[src/rtl/regfile_pkg.sv]
// rtl/regfile_pkg.sv - shared widths and register-count derivation for regfile_sb
package regfile_pkg;

    localparam int DEFAULT_DATA_W = 32;
    localparam int DEFAULT_ADDR_W = 5;

    function automatic int num_regs(input int addr_w);
        return 1 << addr_w;
    endfunction

endpackage

[src/rtl/regfile_scoreboard.sv]
// rtl/regfile_scoreboard.sv - per-register busy bits, busy population count and stall
module regfile_scoreboard
    import regfile_pkg::*;
#(
    parameter int ADDR_W = DEFAULT_ADDR_W
) (
    input  logic              clock,
    input  logic              ctrl_reset,
    input  logic              write_en,
    input  logic [ADDR_W-1:0] write_reg,
    input  logic              issue_en,
    input  logic [ADDR_W-1:0] issue_reg,
    input  logic [ADDR_W-1:0] read_reg_a,
    input  logic [ADDR_W-1:0] read_reg_b,
    output logic              busy_a,
    output logic              busy_b,
    output logic              stall,
    output logic [ADDR_W:0]   busy_count
);

    localparam int NUM_REGS = num_regs(ADDR_W);

    logic [NUM_REGS-1:0] busy;
    logic [NUM_REGS-1:0] busy_next;
    logic [ADDR_W:0]     count_next;
    logic                write_live;
    logic                issue_live;

    assign write_live = write_en && (write_reg != '0);
    assign issue_live = issue_en && (issue_reg != '0);

    // Issue is applied after writeback so a same-index pair leaves the new producer pending.
    always_comb begin
        busy_next = busy;
        if (write_live) busy_next[write_reg] = 1'b0;
        if (issue_live) busy_next[issue_reg] = 1'b1;
        busy_next[0] = 1'b0;
        count_next = '0;
        for (int i = 1; i < NUM_REGS; i++) begin
            count_next = count_next + {{ADDR_W{1'b0}}, busy_next[i]};
        end
    end

    // A bypassed read is not busy unless the same index is being re-issued this cycle.
    always_comb begin
        busy_a = 1'b0;
        busy_b = 1'b0;
        if (read_reg_a != '0) begin
            if (write_live && (write_reg == read_reg_a))
                busy_a = issue_live && (issue_reg == read_reg_a);
            else
                busy_a = busy[read_reg_a];
        end
        if (read_reg_b != '0) begin
            if (write_live && (write_reg == read_reg_b))
                busy_b = issue_live && (issue_reg == read_reg_b);
            else
                busy_b = busy[read_reg_b];
        end
    end

    assign stall = busy_a || busy_b || (issue_live && busy[issue_reg]);

    always_ff @(posedge clock) begin
        if (ctrl_reset) begin
            busy       <= '0;
            busy_count <= '0;
        end else begin
            busy       <= busy_next;
            busy_count <= count_next;
        end
    end

endmodule

[src/rtl/regfile_sb.sv]
// rtl/regfile_sb.sv - two-read one-write register file with write bypass and issue scoreboard
module regfile_sb
    import regfile_pkg::*;
#(
    parameter int DATA_W = DEFAULT_DATA_W,
    parameter int ADDR_W = DEFAULT_ADDR_W
) (
    input  logic              clock,
    input  logic              ctrl_reset,
    input  logic              ctrl_writeEnable,
    input  logic [ADDR_W-1:0] ctrl_writeReg,
    input  logic [DATA_W-1:0] data_writeReg,
    input  logic              ctrl_issueEnable,
    input  logic [ADDR_W-1:0] ctrl_issueReg,
    input  logic [ADDR_W-1:0] ctrl_readRegA,
    input  logic [ADDR_W-1:0] ctrl_readRegB,
    output logic [DATA_W-1:0] data_readRegA,
    output logic [DATA_W-1:0] data_readRegB,
    output logic              busy_readRegA,
    output logic              busy_readRegB,
    output logic              stall,
    output logic [ADDR_W:0]   busy_count
);

    localparam int NUM_REGS = num_regs(ADDR_W);

    logic [DATA_W-1:0] regs [NUM_REGS];

    always_ff @(posedge clock) begin
        if (ctrl_reset) begin
            for (int i = 0; i < NUM_REGS; i++) regs[i] <= '0;
        end else if (ctrl_writeEnable && (ctrl_writeReg != '0)) begin
            regs[ctrl_writeReg] <= data_writeReg;
        end
    end

    // Index 0 is hardwired to zero, so it never bypasses.
    always_comb begin
        data_readRegA = regs[ctrl_readRegA];
        data_readRegB = regs[ctrl_readRegB];
        if (ctrl_writeEnable && (ctrl_writeReg == ctrl_readRegA)) data_readRegA = data_writeReg;
        if (ctrl_writeEnable && (ctrl_writeReg == ctrl_readRegB)) data_readRegB = data_writeReg;
        if (ctrl_readRegA == '0) data_readRegA = '0;
        if (ctrl_readRegB == '0) data_readRegB = '0;
    end

    regfile_scoreboard #(
        .ADDR_W(ADDR_W)
    ) u_scoreboard (
        .clock      (clock),
        .ctrl_reset (ctrl_reset),
        .write_en   (ctrl_writeEnable),
        .write_reg  (ctrl_writeReg),
        .issue_en   (ctrl_issueEnable),
        .issue_reg  (ctrl_issueReg),
        .read_reg_a (ctrl_readRegA),
        .read_reg_b (ctrl_readRegB),
        .busy_a     (busy_readRegA),
        .busy_b     (busy_readRegB),
        .stall      (stall),
        .busy_count (busy_count)
    );

endmodule

[config.mk]
export PLATFORM = sky130hd
export DESIGN_NAME = regfile_sb
export DESIGN_NICKNAME = d
export VERILOG_FILES = /design/src/rtl/regfile_pkg.sv /design/src/rtl/regfile_scoreboard.sv /design/src/rtl/regfile_sb.sv
export SDC_FILE = /design/constraint.sdc
export NUM_CORES = 2
export LEC_CHECK = 0
export BUFFER_PORTS_ARGS = -buffer_cell sky130_fd_sc_hd__buf_2
export CAP_MARGIN = 25
export CORE_ASPECT_RATIO = 0.7
export CORE_UTILIZATION = 46
export DETAILED_ROUTE_END_ITERATION = 10
export GPL_ROUTABILITY_DRIVEN = 0
export SYNTH_ARGS = -nofsm -noshare
export SYNTH_HDL_FRONTEND = slang
export SYNTH_SLANG_ARGS = --single-unit
[constraint.sdc]
create_clock -name clock -period 8.5 [get_ports clock]
set_clock_uncertainty 0.2 [all_clocks]
set_input_delay 1.275 -clock clock [delete_from_list [all_inputs] [get_ports clock]]
set_output_delay 1.275 -clock clock [all_outputs]
set_load 0.03 [all_outputs]
# After elaboration in Yosys (flattened, before gate mapping)
# Memories as Yosys holds them, arrays and structs flattened.
# Cells that the tools add are included.
[op_classes] add_sub_neg=30 order_cmp=6 eq_ne=4 mux=28 n_bitwise=3 n_reduce_logical=20
[ops] cell="$mux 32" n=7
[ops] cell="$add 6x1->6" n=29
[ops] cell="$and 32x32->32" n=1
[ops] cell="$not 32->32" n=1
[ops] cell="$or 32x32->32" n=1
[ops] cell="$reduce_or 32->1" n=1
[ops] cell="$lt 5x6->1 const B" n=4
[ops] cell="$eq 5x5->1" n=4
[ops] cell="$reduce_bool 5->1" n=4
[ops] cell="$bmux 1 s5" n=3
[ops] cell="$mux 1" n=15
[ops] cell="$logic_and 1x1->1" n=11
[ops] cell="$demux 1 s5" n=2
[ops] cell="$ge 5x1->1 const B" n=2
[ops] cell="$logic_not 5->1" n=2
[ops] cell="$mux 5" n=1
[ops] cell="$add 1x1->2" n=1
[ops] cell="$logic_or 1x1->1" n=2
[word_totals] register_bits=38 ramBits=1024 in_bits=56 out_inout_bits=73 elab_cells=95 memories=1
[mem_list] name="regs" depth=32 word_bits=32 rd=2 rd_ports_with_merged_regs=0 write_ports=32 line="regfile_sb.sv:27" source="logic [DATA_W-1:0] regs [NUM_REGS];"

# Longest topological paths before layout
[depth] word_depth=39 depth_mapped=25

# Cells and area by module
# From an unflattened synthesis, not the netlist that was laid out.
[hier_totals] hier_cells=4128 area_unflattened_um2=58232.1
[by_module_without_submodules] mod="regfile_sb" n_inst=1 cells_per_inst=3740 area_per_inst_um2=54722.5 seq_area_each_um2=30749.5
[by_module_without_submodules] mod="regfile_scoreboard" n_inst=1 cells_per_inst=388 area_per_inst_um2=3509.6 seq_area_each_um2=740.7

# Least setup slack after synthesis
# No wires, ideal clock.
[synth_timing] path_type="input port to flip-flop" from="input ctrl_issueReg[1]" to="register u_scoreboard.busy_count[4]" setup_ps=128 t_arrival_ps=6692 required_ps=8172 path_slack_ps=1481 path_stages=24 path_buffers=3 cell_sequence="clkbuf_1 clkbuf_1 and3_1 clkbuf_1 a22oi_1 fa_1 inv_1 fa_1 inv_1 fa_1 inv_1 fa_1 fa_1 inv_1 fa_1 inv_1 ha_1 inv_1 fa_1 inv_1 a21o_1 a21oi_1 xor2_1 nor2_1"
[synth_via] elab_chain_cells=36 elab_cells_between_ends=39 classes_between="30 x add/sub; 2 x order compare; 3 x mux; 1 x bitwise; 3 x reduce/logical"
[synth_rtl] item="start, declared" line="regfile_sb.sv:14" source="input logic [ADDR_W-1:0] ctrl_issueReg,"
[synth_rtl] item="$lt 5x6->1 (not written as such) or $ge 5x1->1 (tied branches)" line="regfile_scoreboard.sv:36" source="if (issue_live) busy_next[issue_reg] = 1'b1;"
[synth_rtl] item="$logic_and 1x1->1 (not written as such)" line="regfile_scoreboard.sv:36"
[synth_rtl] item="$mux 1 (not written as such)" line="regfile_scoreboard.sv:36"
[synth_rtl] item="$demux 1 s5"
[synth_rtl] item="$or 32x32->32 (no source line)"
[synth_rtl] item="$mux 32 (*)" line="regfile_scoreboard.sv:36"
[synth_rtl] item="$add 1x1->2" line="regfile_scoreboard.sv:40" source="count_next = count_next + {{ADDR_W{1'b0}}, busy_next[i]};"
[synth_rtl] item="$add 6x1->6 (28 in a row)" line="regfile_scoreboard.sv:40"
[synth_rtl] item="$add 6x1->6 (*)" line="regfile_scoreboard.sv:40"
[synth_rtl] item="end signal, assigned" line="regfile_scoreboard.sv:70" source="busy_count <= count_next;"
[synth_rtl] item="end, declared" line="regfile_scoreboard.sv:18" source="output logic [ADDR_W:0] busy_count"
# Every way passes the cells marked *; elsewhere a longest branch is shown, timed or not.
# A chain may end at the register's enable or synchronous reset.

# Worst setup path in the final report
[layout_timing] from="input ctrl_writeReg[2]" to="register u_scoreboard.busy_count[4]"
[layout_via] elab_cells_between_ends=42 classes_between="30 x add/sub; 2 x order compare; 4 x mux; 3 x bitwise; 3 x reduce/logical"
[layout_rtl] item="start, declared" line="regfile_sb.sv:11" source="input logic [ADDR_W-1:0] ctrl_writeReg,"
[layout_rtl] item="$lt 5x6->1 (not written as such) or $ge 5x1->1 (tied branches)" line="regfile_scoreboard.sv:35" source="if (write_live) busy_next[write_reg] = 1'b0;"
[layout_rtl] item="$logic_and 1x1->1 (not written as such)" line="regfile_scoreboard.sv:35"
[layout_rtl] item="$mux 1 (not written as such)" line="regfile_scoreboard.sv:35"
[layout_rtl] item="$demux 1 s5"
[layout_rtl] item="$not 32->32 (no source line)"
[layout_rtl] item="$and 32x32->32 (no source line)"
[layout_rtl] item="$mux 32 (*)" line="regfile_scoreboard.sv:35"
[layout_rtl] item="$or 32x32->32 (no source line)"
[layout_rtl] item="$mux 32 (*)" line="regfile_scoreboard.sv:36"
[layout_rtl] item="via u_scoreboard.busy_next[21]" line="regfile_scoreboard.sv:24" source="logic [NUM_REGS-1:0] busy_next;"
[layout_rtl] item="$add 6x1->6 (*) (11 in a row)" line="regfile_scoreboard.sv:40"
# The timed path passes the listed nets; every way through them passes the cells marked *.

==> metrics.md <==
| Metric | Value |
|---|---|
| Period utilisation layout | 79.5% |
| Area leader, netlist | sky130_fd_sc_hd__edfxtp_1 |
| Tightest Pin Transition | 1.10 ns |
| Startpoint of the most critical register-to-register path | u_scoreboard.busy[1] |
| First-pass GRT wire length | 290000 µm |
| Global route overflow | 0 |
| Final WL | 209000 µm |
| Share of power burned in the clock network | 37.8% |
| Launching element of the worst setup path | ctrl_writeReg[2] |
| Max cap viols | 0 |
| Count of placed standard cells including taps | 5397 |
| Sequential fraction of the synthesis area | 53.9% |
| Post-Syn Area per Cell | 15.0 µm² |
| Vert. Die Dim | 300 µm |
| Beginning of the worst hold path | u_scoreboard.busy[7] |
| Cells taking the most area after synthesis | sky130_fd_sc_hd__edfxtp_1 53%, sky130_fd_sc_hd__mux4_2 22%, sky130_fd_sc_hd__and2_1 11% |
| Met2 usage | 47.6% |
| Top fanout value on the critical path | 13 |
| Top flip-flop cell by instance count after synthesis | sky130_fd_sc_hd__edfxtp_1 |
| Die area | 128000 µm² |
| Type of origin of the critical path | primary input |
| Required time worst endpoint | 8.91 ns |
| Total area of multi-input combinational cells | 25300 µm² |
| CTS clk-pin slew, worst paths | 0.06 ns |
| Number of rows in the core area | 108 |
| Number of fillers in the final layout | 10200 |
| Resized Gates After CTS | 0 |
| Top Ports | 129 |
| Area share of the largest cell type after synthesis | 52.7% |
| Total count of hold-check failures in the final report | 0 |
| Synthesis-stage register bit count | 1061 |
| Number of antenna violations at the first check in global routing | 22 |
| Horizontal die dimension | 428 µm |
| Area of the mapped netlist | 58400 µm² |
| Routed WL per cell | 37.3 µm |
| Fraction of final layout cells sized beyond drive strength 1 | 26.7% |
| Number of unique standard cell types used by synthesis | 64 |
| RSZ-0062 raised after global routing | false |
| Highest-utilization routing layer at the global route stage | met2 |
| Area occupied by registers | 31500 µm² |
| Arrival time of data at the critical path endpoint | 7.17 ns |
| Part of the power in combinational logic | 13.7% |
| Total internal power | 9.38 mW |
| Grt met3 use | 10.8% |
| Switching share of total power | 26.2% |
| TritonCTS Buffers | 109 |
| Total track usage | 32.6% |
| Final period demand of the worst path | 6.75 ns |
| Ratio of total power to cell area | 198 nW/µm² |
| Root buffer selected by CTS | sky130_fd_sc_hd__clkbuf_16 |
| Post-cts hold buffer count | 0 |
| Starting utilization of the core area | 46.8% |
| Final count of negative-setup-slack endpoints | 0 |
| Number of cells in the finished layout apart from fillers | 5606 |
| Post-CTS repair timing setup buffer count | 0 |
| Input/output buffers | 128 |
| Vias in the first global route | 36100 |
| Setup TNS after final layout | 0 ns |
| DR pass1 iterations | 6 |
| Upper clock frequency limit | 148 MHz |
| List of most frequent post-synthesis cells | 1024 x sky130_fd_sc_hd__edfxtp_1, 985 x sky130_fd_sc_hd__and2_1, 582 x sky130_fd_sc_hd__mux4_2, 284 x sky130_fd_sc_hd__clkbuf_1, 105 x sky130_fd_sc_hd__nor2_1 |
| GR Layer Usage met1 | 46.5% |
| Relative max-transition margin | 26.6% |
| Via count | 37600 |
| Maximum count of clock buffers along a single path | 3 |
| Final antenna-violating net count | 0 |
| Status | completed |
| Max Transition Viols Final | 0 |
| Clock tree from TritonCTS | yes |
| Leak | 21.9 nW |
| Type of destination of the critical path | register |
| Number of enable flip-flop cells after synthesis | 1024 |
| Number of clock sinks seen by CTS | 1061 |
| Psw | 3.34 mW |
| Number of warnings issued by yosys | 0 |
| Type of the tightest min-delay check | register to register |
| Later-pin clock latency in the skew report | 0.76 ns |
| Vias per cell | 6.71 |
| Number of H-tree levels | 3 |
| Final routed DRC violation total | 0 |
| Type of the worst setup path | primary input to register |
| Max VDD drop | 0.154 mV |
| Detail Placement HPWL | 113000 µm |
| Post-Synthesis Cells | 3892 |
| Pin count of the biggest net entering global routing | 126 |
| Share of total power in sequential cells | 48.5% |
| Floorplan core area | 125000 µm² |
| Share of async-settable or async-resettable flops after synthesis | 0% |
| Cell with the most instances after synthesis | sky130_fd_sc_hd__edfxtp_1 |
| Synthesis-to-finish area growth | 9.97% |
| Number of nets in the layout | 3947 |
| Drt initial violations | 5954 |
==> per-layer routing <==
layer,routed length [µm],vias to the layer above
met2,90800,2655
met1,83700,19700
li1,-,14800
met3,28100,420
met4,6610,12
met5,125,-
==> power groups by stage <==
| stage | combinational [mW] | clock, mW | sequential, mW |
|---|---|---|---|
| after floorplan | 1.15 | 0 | 6.22 |
| after CTS | 1.73 | 4.83 | 6.16 |
| after detailed placement | 1.72 | 0 | 6.27 |
| after global placement | 1.71 | 0 | 6.26 |
| final | 1.75 | 4.81 | 6.17 |
| after global routing | 1.81 | 5.02 | 6.20 |
==> registers in the layout, indices dropped and copies added, names as in the netlist <==
name	cells
u_scoreboard.busy_count	6
u_scoreboard.busy	31
regs	1024
==> path summary, 6_finish.rpt <==
path	endpoint	slack (ns)	cells past startpoint
max reg2reg	u_scoreboard.busy_count[4]	2.93	20
min	u_scoreboard.busy[7]	0.52	2
min reg2reg	u_scoreboard.busy[7]	0.52	2
max	u_scoreboard.busy_count[4]	1.75	23
==> worst max-delay path, cell delays in order <==
cell	delay, ns
sky130_fd_sc_hd__buf_2	0.25
sky130_fd_sc_hd__nand3b_1	0.41
sky130_fd_sc_hd__nor2_1	0.39
sky130_fd_sc_hd__nand2_1	0.24
sky130_fd_sc_hd__a22o_1	0.29
sky130_fd_sc_hd__fa_1	0.48
sky130_fd_sc_hd__inv_1	0.06
sky130_fd_sc_hd__fa_1	0.46
sky130_fd_sc_hd__fa_1	0.52
sky130_fd_sc_hd__inv_1	0.05
sky130_fd_sc_hd__fa_1	0.50
sky130_fd_sc_hd__fa_1	0.51
sky130_fd_sc_hd__inv_1	0.05
sky130_fd_sc_hd__fa_1	0.43
sky130_fd_sc_hd__inv_1	0.07
sky130_fd_sc_hd__ha_1	0.18
sky130_fd_sc_hd__inv_1	0.07
sky130_fd_sc_hd__fa_1	0.45
sky130_fd_sc_hd__inv_1	0.07
sky130_fd_sc_hd__a21o_1	0.11
sky130_fd_sc_hd__a21oi_1	0.08
sky130_fd_sc_hd__xor2_1	0.16
sky130_fd_sc_hd__nor2_1	0.05
==> through the flow <==
step | util [%] | cell area [µm²] | setup WS, ns | total power, mW | hold slack (ns)
after floorplan | - | 58500 | 1.48 | 7.36 | 0.332
after global placement | 48.6 | 60600 | 1.11 | 7.97 | 0.539
after detailed placement | 48.6 | 60700 | 1.05 | 7.99 | 0.486
after CTS | 51.4 | 64200 | 1.83 | 12.7 | 0.511
after global routing | 51.4 | 64200 | 1.43 | 13.0 | 0.551
final | 51.4 | 64200 | 1.75 | 12.7 | 0.519
==> cell usage in the layout, fill, tap and decap left out, types with 7 or more instances in the layout <==
master	netlist	final
sky130_fd_sc_hd__nor2_4	0	32
sky130_fd_sc_hd__a31oi_1	17	17
sky130_fd_sc_hd__mux2_2	7	7
sky130_fd_sc_hd__a211oi_1	77	77
sky130_fd_sc_hd__clkbuf_1	284	28
sky130_fd_sc_hd__ha_1	9	9
sky130_fd_sc_hd__buf_4	37	106
sky130_fd_sc_hd__buf_12	0	9
sky130_fd_sc_hd__conb_1	1	32
sky130_fd_sc_hd__o21ai_0	17	17
sky130_fd_sc_hd__nor3_1	67	67
sky130_fd_sc_hd__diode_2	0	9
sky130_fd_sc_hd__inv_1	35	35
sky130_fd_sc_hd__clkinv_1	0	26
sky130_fd_sc_hd__and2_1	985	985
sky130_fd_sc_hd__mux2i_1	78	78
sky130_fd_sc_hd__clkinv_2	0	14
sky130_fd_sc_hd__a21oi_1	32	32
sky130_fd_sc_hd__bufinv_16	0	8
sky130_fd_sc_hd__a22oi_1	23	23
sky130_fd_sc_hd__edfxtp_1	1024	1024
sky130_fd_sc_hd__nand3_1	12	11
sky130_fd_sc_hd__nor2_1	105	74
sky130_fd_sc_hd__or2_2	7	7
sky130_fd_sc_hd__mux4_2	582	582
sky130_fd_sc_hd__a22o_1	14	14
sky130_fd_sc_hd__nand2_1	74	72
sky130_fd_sc_hd__xor2_1	17	17
sky130_fd_sc_hd__dfxtp_1	37	37
sky130_fd_sc_hd__clkbuf_16	0	113
sky130_fd_sc_hd__nand2b_2	0	28
sky130_fd_sc_hd__nor2b_1	63	63
sky130_fd_sc_hd__fa_1	23	23
sky130_fd_sc_hd__buf_2	68	119
sky130_fd_sc_hd__and3_1	7	7
sky130_fd_sc_hd__a221o_1	27	27
sky130_fd_sc_hd__o22ai_1	31	31
==> area by class of cell <==
type	instances	area share (%)
flip-flops and latches	1061	49.0
repair buffers	245	2.74
diodes	9	0.0351
clock buffers	141	4.57
multi-input cells	2406	39.4
inverters	36	0.214
well taps	1650	3.21
clock inverters	58	0.774
==> kinds of logic (layout without fill, tap and decap cells) <==
logic type / after synthesis / count (layout) / synth area share [%]
buffers and inverters: 456 / 480 / 3.51
muxes: 667 / 667 / 23.9
other: 1 / 41 / 0.00642
xor gates and xnor gates: 23 / 23 / 0.345
DFF: 1061 / 1061 / 53.9
AOI/OAI and AO/OA: 267 / 267 / 3.31
adders and majority gates: 32 / 32 / 0.981
and+or+nand+nor: 1385 / 1385 / 14.0
No activity file was read; power rests on OpenSTA's default activity.
